--- src/rtl/regfile_wb_arbiter.sv ---
// Writeback arbiter: one holding slot each for ALU and MEM feeding a single register-file write port.
// Optional round-robin for contended grants to different rd: define REGFILE_WB_ARBITER_RR_EN.
module regfile_wb_arbiter #(
    parameter int N = 32
) (
    input  logic         clk,
    input  logic         rst,
    input  logic         alu_valid,
    input  logic [4:0]   alu_rd,
    input  logic [N-1:0] alu_data,
    output logic         alu_ready,
    input  logic         mem_valid,
    input  logic [4:0]   mem_rd,
    input  logic [N-1:0] mem_data,
    output logic         mem_ready,
    output logic         rf_we,
    output logic [4:0]   rf_waddr,
    output logic [N-1:0] rf_wdata,
    output logic [31:0]  pend_mask
);

    typedef enum logic [1:0] {IDLE, ONE, BOTH} state_t;

    state_t         state_q, state_d;
    logic           alu_hold_v_q, alu_hold_v_d;
    logic [4:0]     alu_hold_rd_q, alu_hold_rd_d;
    logic [N-1:0]   alu_hold_data_q, alu_hold_data_d;
    logic           alu_hold_age_q, alu_hold_age_d;
    logic           mem_hold_v_q, mem_hold_v_d;
    logic [4:0]     mem_hold_rd_q, mem_hold_rd_d;
    logic [N-1:0]   mem_hold_data_q, mem_hold_data_d;
    logic           mem_hold_age_q, mem_hold_age_d;
    logic           rf_we_q, rf_we_d;
    logic [4:0]     rf_waddr_q, rf_waddr_d;
    logic [N-1:0]   rf_wdata_q, rf_wdata_d;
`ifdef REGFILE_WB_ARBITER_RR_EN
    logic           rr_ptr_q, rr_ptr_d;   // 0: MEM next, 1: ALU next
`endif

    logic alu_grant, mem_grant, same_rd, alu_older;
    logic alu_acc, mem_acc, alu_stay, mem_stay;

    always_comb begin
        alu_grant = 1'b0;
        mem_grant = 1'b0;
        same_rd   = (alu_hold_rd_q == mem_hold_rd_q) && (alu_hold_rd_q != '0);
        alu_older = alu_hold_age_q && !mem_hold_age_q;
        case (state_q)
            ONE: begin
                alu_grant = alu_hold_v_q;
                mem_grant = mem_hold_v_q;
            end
            BOTH: begin
                // Age ordering beats priority so same-register writes retire in acceptance order
                if (same_rd) begin
                    alu_grant = alu_older;
                    mem_grant = !alu_older;
                end else begin
`ifdef REGFILE_WB_ARBITER_RR_EN
                    alu_grant = rr_ptr_q;
                    mem_grant = !rr_ptr_q;
`else
                    mem_grant = 1'b1;
`endif
                end
            end
            default: ;
        endcase
    end

    assign alu_ready = !alu_hold_v_q || alu_grant;
    assign mem_ready = !mem_hold_v_q || mem_grant;

    always_comb begin
        alu_acc  = alu_valid && alu_ready;
        mem_acc  = mem_valid && mem_ready;
        alu_stay = alu_hold_v_q && !alu_grant;
        mem_stay = mem_hold_v_q && !mem_grant;

        alu_hold_v_d    = alu_acc || alu_stay;
        alu_hold_rd_d   = alu_acc ? alu_rd : alu_hold_rd_q;
        alu_hold_data_d = alu_acc ? alu_data : alu_hold_data_q;
        mem_hold_v_d    = mem_acc || mem_stay;
        mem_hold_rd_d   = mem_acc ? mem_rd : mem_hold_rd_q;
        mem_hold_data_d = mem_acc ? mem_data : mem_hold_data_q;

        alu_hold_age_d = alu_hold_age_q;
        mem_hold_age_d = mem_hold_age_q;
        if (alu_acc && mem_acc) begin
            alu_hold_age_d = 1'b1;
            mem_hold_age_d = 1'b0;
        end else if (alu_acc) begin
            alu_hold_age_d = !mem_stay;
            mem_hold_age_d = mem_stay;
        end else if (mem_acc) begin
            mem_hold_age_d = !alu_stay;
            alu_hold_age_d = alu_stay;
        end

        case ({alu_hold_v_d, mem_hold_v_d})
            2'b00:   state_d = IDLE;
            2'b11:   state_d = BOTH;
            default: state_d = ONE;
        endcase

        rf_we_d    = 1'b0;
        rf_waddr_d = rf_waddr_q;
        rf_wdata_d = rf_wdata_q;
        if (alu_grant && alu_hold_rd_q != '0) begin
            rf_we_d    = 1'b1;
            rf_waddr_d = alu_hold_rd_q;
            rf_wdata_d = alu_hold_data_q;
        end else if (mem_grant && mem_hold_rd_q != '0) begin
            rf_we_d    = 1'b1;
            rf_waddr_d = mem_hold_rd_q;
            rf_wdata_d = mem_hold_data_q;
        end

`ifdef REGFILE_WB_ARBITER_RR_EN
        rr_ptr_d = rr_ptr_q;
        if (state_q == BOTH && !same_rd)
            rr_ptr_d = !rr_ptr_q;
`endif
    end

    always_comb begin
        pend_mask = '0;
        if (alu_hold_v_q) pend_mask = pend_mask | (32'd1 << alu_hold_rd_q);
        if (mem_hold_v_q) pend_mask = pend_mask | (32'd1 << mem_hold_rd_q);
        if (rf_we_q)      pend_mask = pend_mask | (32'd1 << rf_waddr_q);
        pend_mask[0] = 1'b0;
    end

    always_ff @(posedge clk or posedge rst) begin
        if (rst) begin
            state_q         <= IDLE;
            alu_hold_v_q    <= 1'b0;
            alu_hold_rd_q   <= '0;
            alu_hold_data_q <= '0;
            alu_hold_age_q  <= 1'b0;
            mem_hold_v_q    <= 1'b0;
            mem_hold_rd_q   <= '0;
            mem_hold_data_q <= '0;
            mem_hold_age_q  <= 1'b0;
            rf_we_q         <= 1'b0;
            rf_waddr_q      <= '0;
            rf_wdata_q      <= '0;
`ifdef REGFILE_WB_ARBITER_RR_EN
            rr_ptr_q        <= 1'b0;
`endif
        end else begin
            state_q         <= state_d;
            alu_hold_v_q    <= alu_hold_v_d;
            alu_hold_rd_q   <= alu_hold_rd_d;
            alu_hold_data_q <= alu_hold_data_d;
            alu_hold_age_q  <= alu_hold_age_d;
            mem_hold_v_q    <= mem_hold_v_d;
            mem_hold_rd_q   <= mem_hold_rd_d;
            mem_hold_data_q <= mem_hold_data_d;
            mem_hold_age_q  <= mem_hold_age_d;
            rf_we_q         <= rf_we_d;
            rf_waddr_q      <= rf_waddr_d;
            rf_wdata_q      <= rf_wdata_d;
`ifdef REGFILE_WB_ARBITER_RR_EN
            rr_ptr_q        <= rr_ptr_d;
`endif
        end
    end

    assign rf_we    = rf_we_q;
    assign rf_waddr = rf_waddr_q;
    assign rf_wdata = rf_wdata_q;

endmodule

--- config.mk ---
export PLATFORM = sky130hd
export DESIGN_NAME = regfile_wb_arbiter
export DESIGN_NICKNAME = d
export VERILOG_FILES = /design/src/rtl/regfile_wb_arbiter.sv
export SDC_FILE = /design/constraint.sdc
export NUM_CORES = 1
export LEC_CHECK = 0
export ABC_AREA = 1
export CAP_MARGIN = 10
export CORE_ASPECT_RATIO = 1.75
export CORE_MARGIN = 2
export CORE_UTILIZATION = 58
export CTS_CLUSTER_DIAMETER = 150
export DETAILED_ROUTE_END_ITERATION = 10
export DONT_BUFFER_PORTS = 1
export GPL_TIMING_DRIVEN = 1
export PLACE_DENSITY = 0.82
export SYNTH_ARGS = -nofsm -noshare
export SYNTH_HDL_FRONTEND = slang
export SYNTH_SLANG_ARGS = --single-unit
--- constraint.sdc ---
create_clock -name clk -period 3.7 [get_ports clk]
set_input_delay 0.37 -clock clk [delete_from_list [all_inputs] [get_ports clk]]
set_output_delay 0.37 -clock clk [all_outputs]
set_load 0.01 [all_outputs]
==> summary.md <==
Number of diodes added for antenna fixing: 0. The tools report the sequential cell area fraction in the yosys report as 0.4720. In the final routed layout, each cell accounts on average for 17.60 um.

After legalization and detailed placement, the total HPWL measured 11240 um. The number of clock buffers added by TritonCTS is 17. The total leakage power came out at 3.405 nW. The run gives 0.5882 as the starting density of the core.

For the worst setup path, the data arrival time is 2.89 ns. The tools report the all-layer global routing usage as 0.2965. STA classifies the critical path startpoint as a flip-flop. 150 I/O pins were placed. Power spread over the standard cell area amounts to 1056 mW/mm^2. The number of global-route vias before repair is 5372. The worst path in the final design needs a cycle of 2.593 ns, including I/O delays and setup. The largest single stage delay on the critical path is 0.46 ns. On the final layout, the worst clock skew is 0.01540 ns. The H-tree depth reported by CTS came out at 4. The wire length of the first global-routing pass was 26030 um; the post-layout instance count excluding filler cells was 924. The post-synthesis register bit count is 118.

TritonCTS built the clock tree. The tools report the max-slew violation count as 0. The number of buffers inserted to repair setup after CTS was 0; the via count normalized by instance count was 5.840.

The critical path in this run is classified as reg -> reg. Counting distinct cell types in the post-synthesis netlist gives 32. The tools report the tightest hold margin as -0.05008 ns.

Share of post-route cells with drive strength above 1: 0.1196. The final net count was 862; the largest buffer count on any clock path was 2. The final worst-path cycle share works out to 0.7007. Setup repair after global routing left no endpoint under its margin.

Data on the critical path is required at its endpoint by 4.00 ns. The final reports fail on hold timing. The post-placement cell count came out at 892. Fill cells in the final layout number 916.

The logs give 118 for the sink count of the clock tree and 5396 for the overall via count from detail_route. The die covers 0.01167 sq mm. In the routed design, unresolved DRC markers number 0. The logs give 0.42 ns for the latest clock arrival within the worst-skew pair and 390 for the number of DRC violations after detailed-routing iteration 0. The area of the mapped netlist came out at 0.006256 sq mm. The die extent in y is 141.4 um. The signal on the critical path passes through buf_4, inv_2, nand2_1, nand2_1, nand2_1, nor2_1, nand2_1, nand2_1, nand2_1, nand2_1, nand2_4, nand2_4, nand2_1, nand2_1, nand2_1. The tools report the root cell of the clock tree as sky130_fd_sc_hd__clkbuf_16. The run finished, with violations left.

The path category of the worst min-delay check was in -> async. The number of buffers and inverters on the critical path is 2. In this run, post-CTS hold repair placed 0 buffers.

The total wire length is 16270 um, and the slew at the pin with the worst max-slew slack is 0.7437 ns. After floorplanning, the core was sized to cover 0.01064 sq mm. Averaged over all synthesized cells, the footprint is 7.791 sq um. The pin count of the biggest net entering global routing came out at 119. The peak fanout along the critical path is 44, and the worst slew margin relative to its limit is 0.4979. The area added between synthesis and finish came out at 8.320%.

The run gives 0 as the number of gates given a new drive strength after cts. The run gives 0.002704 sq mm as the footprint of the multi-input gates. The achievable frequency came out at 0.3857 GHz. The tools report the detailed-router iteration count before antenna repair as 5. Adding up every negative setup slack in the final design gives 0 ns. The floorplan has 50 rows. The tools report the initial antenna violation count as 0. Port buffering added 0 buffers. The tools report the last weighted congestion value of the routability-driven placer as 0.9367. The final number of hold-violating endpoints was 45; the total power was 7.153 mW. In this design, the largest share of critical-path delay is due to simple AND/OR/NAND/NOR gates. In this run the remaining antenna-violating nets after routing total 0. IR analysis of the VDD net gives a maximum drop of 614.2 uV. The sequential cells in the finished layout cover a total of 0.002953 sq mm.

The worst setup path is captured at a flip-flop. For this design, the slowest cell found on the critical path is sky130_fd_sc_hd__nand2_4. The cell count after synthesis came out at 803.

The number of nets in the synthesized netlist is 884. After clock tree synthesis, the clock-pin slew on the worst setup and hold paths is 0.06 ns. Among the stages of the critical path, the cell type that occurs most often is sky130_fd_sc_hd__nand2_1. Yosys printed 0 warnings.

The horizontal extent of the die is 82.51 um. Setup violations remaining at the end of the flow were counted as 0. The total overflow left after global routing is 0. Across the run, the number of max-cap violations was 0.
sequential cells by signal, indices dropped and copies added, names as in the netlist:
register and flops:
state_q 2, mem_hold_age_q 1, alu_hold_v_q 1, mem_hold_data_q 32, alu_hold_rd_q 5, rf_we 1, alu_hold_age_q 1, mem_hold_v_q 1
rf_waddr 5, rf_wdata 32, mem_hold_rd_q 5, alu_hold_data_q 32
final cells by class:
class                      count  share of cell area
clock buffer                  19             0.06684
clock inverter                13             0.02862
inverter                      68             0.03951
multi-input combinational    572              0.3990
sequential                   118              0.4357
tap                          130             0.02400
timing repair buffer           4            0.006278
where the power goes:
group          leakage, nW  switching, mW  total (mW)  internal, mW
combinational         1.64           2.07        2.91         0.833
sequential            1.46          0.547        2.46          1.92
clock                0.303          0.613        1.78          1.17
total                 3.40           3.23        7.15          3.92
worst paths after layout:
kind	from	end	slack, ns	depth (start not counted)
setup / recovery	mem_hold_rd_q[4]$_DFFE_PP0P_	alu_hold_age_q$_DFFE_PP0P_	1.11	15
hold / removal	rst	alu_hold_data_q[22]$_DFFE_PP0P_	-0.05	2
setup reg to reg	mem_hold_rd_q[4]$_DFFE_PP0P_	alu_hold_age_q$_DFFE_PP0P_	1.11	15
hold reg to reg	mem_hold_data_q[11]$_DFFE_PP0P_	mem_hold_data_q[11]$_DFFE_PP0P_	0.47	2
max in group asynchronous	rst	alu_hold_data_q[2]$_DFFE_PP0P_	3.23	2
min in group clk	alu_data[27]	alu_hold_data_q[27]$_DFFE_PP0P_	0.07	2
layer usage:
metal | vias up | global-route usage | wire length, um
li1 | 2530 | - | -
met1 | 2530 | 0.3309 | 5759
met2 | 263 | 0.4843 | 8291
met3 | 73 | 0.09288 | 1281
met4 | 0 | 0.1760 | 933
met5 | - | 0 | 0
synth_stat cells (all sizes together):
cell type | number | area (sq um)
nor4 | 5 | 31.28
conb | 1 | 3.750
a22oi | 2 | 15.01
o221ai | 9 | 78.83
clkbuf | 13 | 48.80
nor3 | 12 | 60.06
nand2 | 344 | 1336
nand4 | 2 | 12.51
ha | 3 | 37.54
dfrtp | 118 | 2953
o211ai | 7 | 52.55
nor2 | 32 | 127.6
inv | 68 | 265.3
nand3b | 1 | 20.02
nand3 | 75 | 375.4
o311ai | 4 | 35.03
a21oi | 5 | 28.78
buf | 32 | 285.3
o21ai | 66 | 454.2
a32oi | 4 | 35.03
logic make-up after synthesis:
kind of cell | after synthesis | share of synthesized area
adder cells (fa/ha/maj) | 3 | 0.006001
AO/OA/AOI/OAI | 97 | 0.1118
other | 1 | 0.0005994
flip-flops | 118 | 0.4720
AND/OR/NAND/NOR | 471 | 0.3138
buffers and inverters | 113 | 0.09580
cell usage in the layout (no fill, tap or decap), types with 5 or more instances in the layout:
cell and instances:
sky130_fd_sc_hd__clkbuf_16 17, sky130_fd_sc_hd__dfrtp_1 118, sky130_fd_sc_hd__inv_1 57, sky130_fd_sc_hd__inv_2 8, sky130_fd_sc_hd__nand2_1 334, sky130_fd_sc_hd__nand2_2 6
sky130_fd_sc_hd__nand3_1 75, sky130_fd_sc_hd__nor2_1 29, sky130_fd_sc_hd__nor3_1 12, sky130_fd_sc_hd__nor4_1 5, sky130_fd_sc_hd__o211ai_1 7, sky130_fd_sc_hd__o21ai_0 32
sky130_fd_sc_hd__o21ai_2 33, sky130_fd_sc_hd__o221ai_1 9
per-stage QoR:
stage / worst slack [ns] / instance area, sq um / util
6_report: 1.107 / 6777 / 0.6372
5_1_grt: 0.7750 / 6777 / 0.6372
4_1_cts: 1.138 / 6777 / 0.6372
3_5_place_dp: 1.155 / 6130 / 0.5764
3_3_place_gp: 1.257 / 6130 / 0.5764
2_1_floorplan: 0.2009 / 6256 / -
No activity file was read; power rests on OpenSTA's default activity.
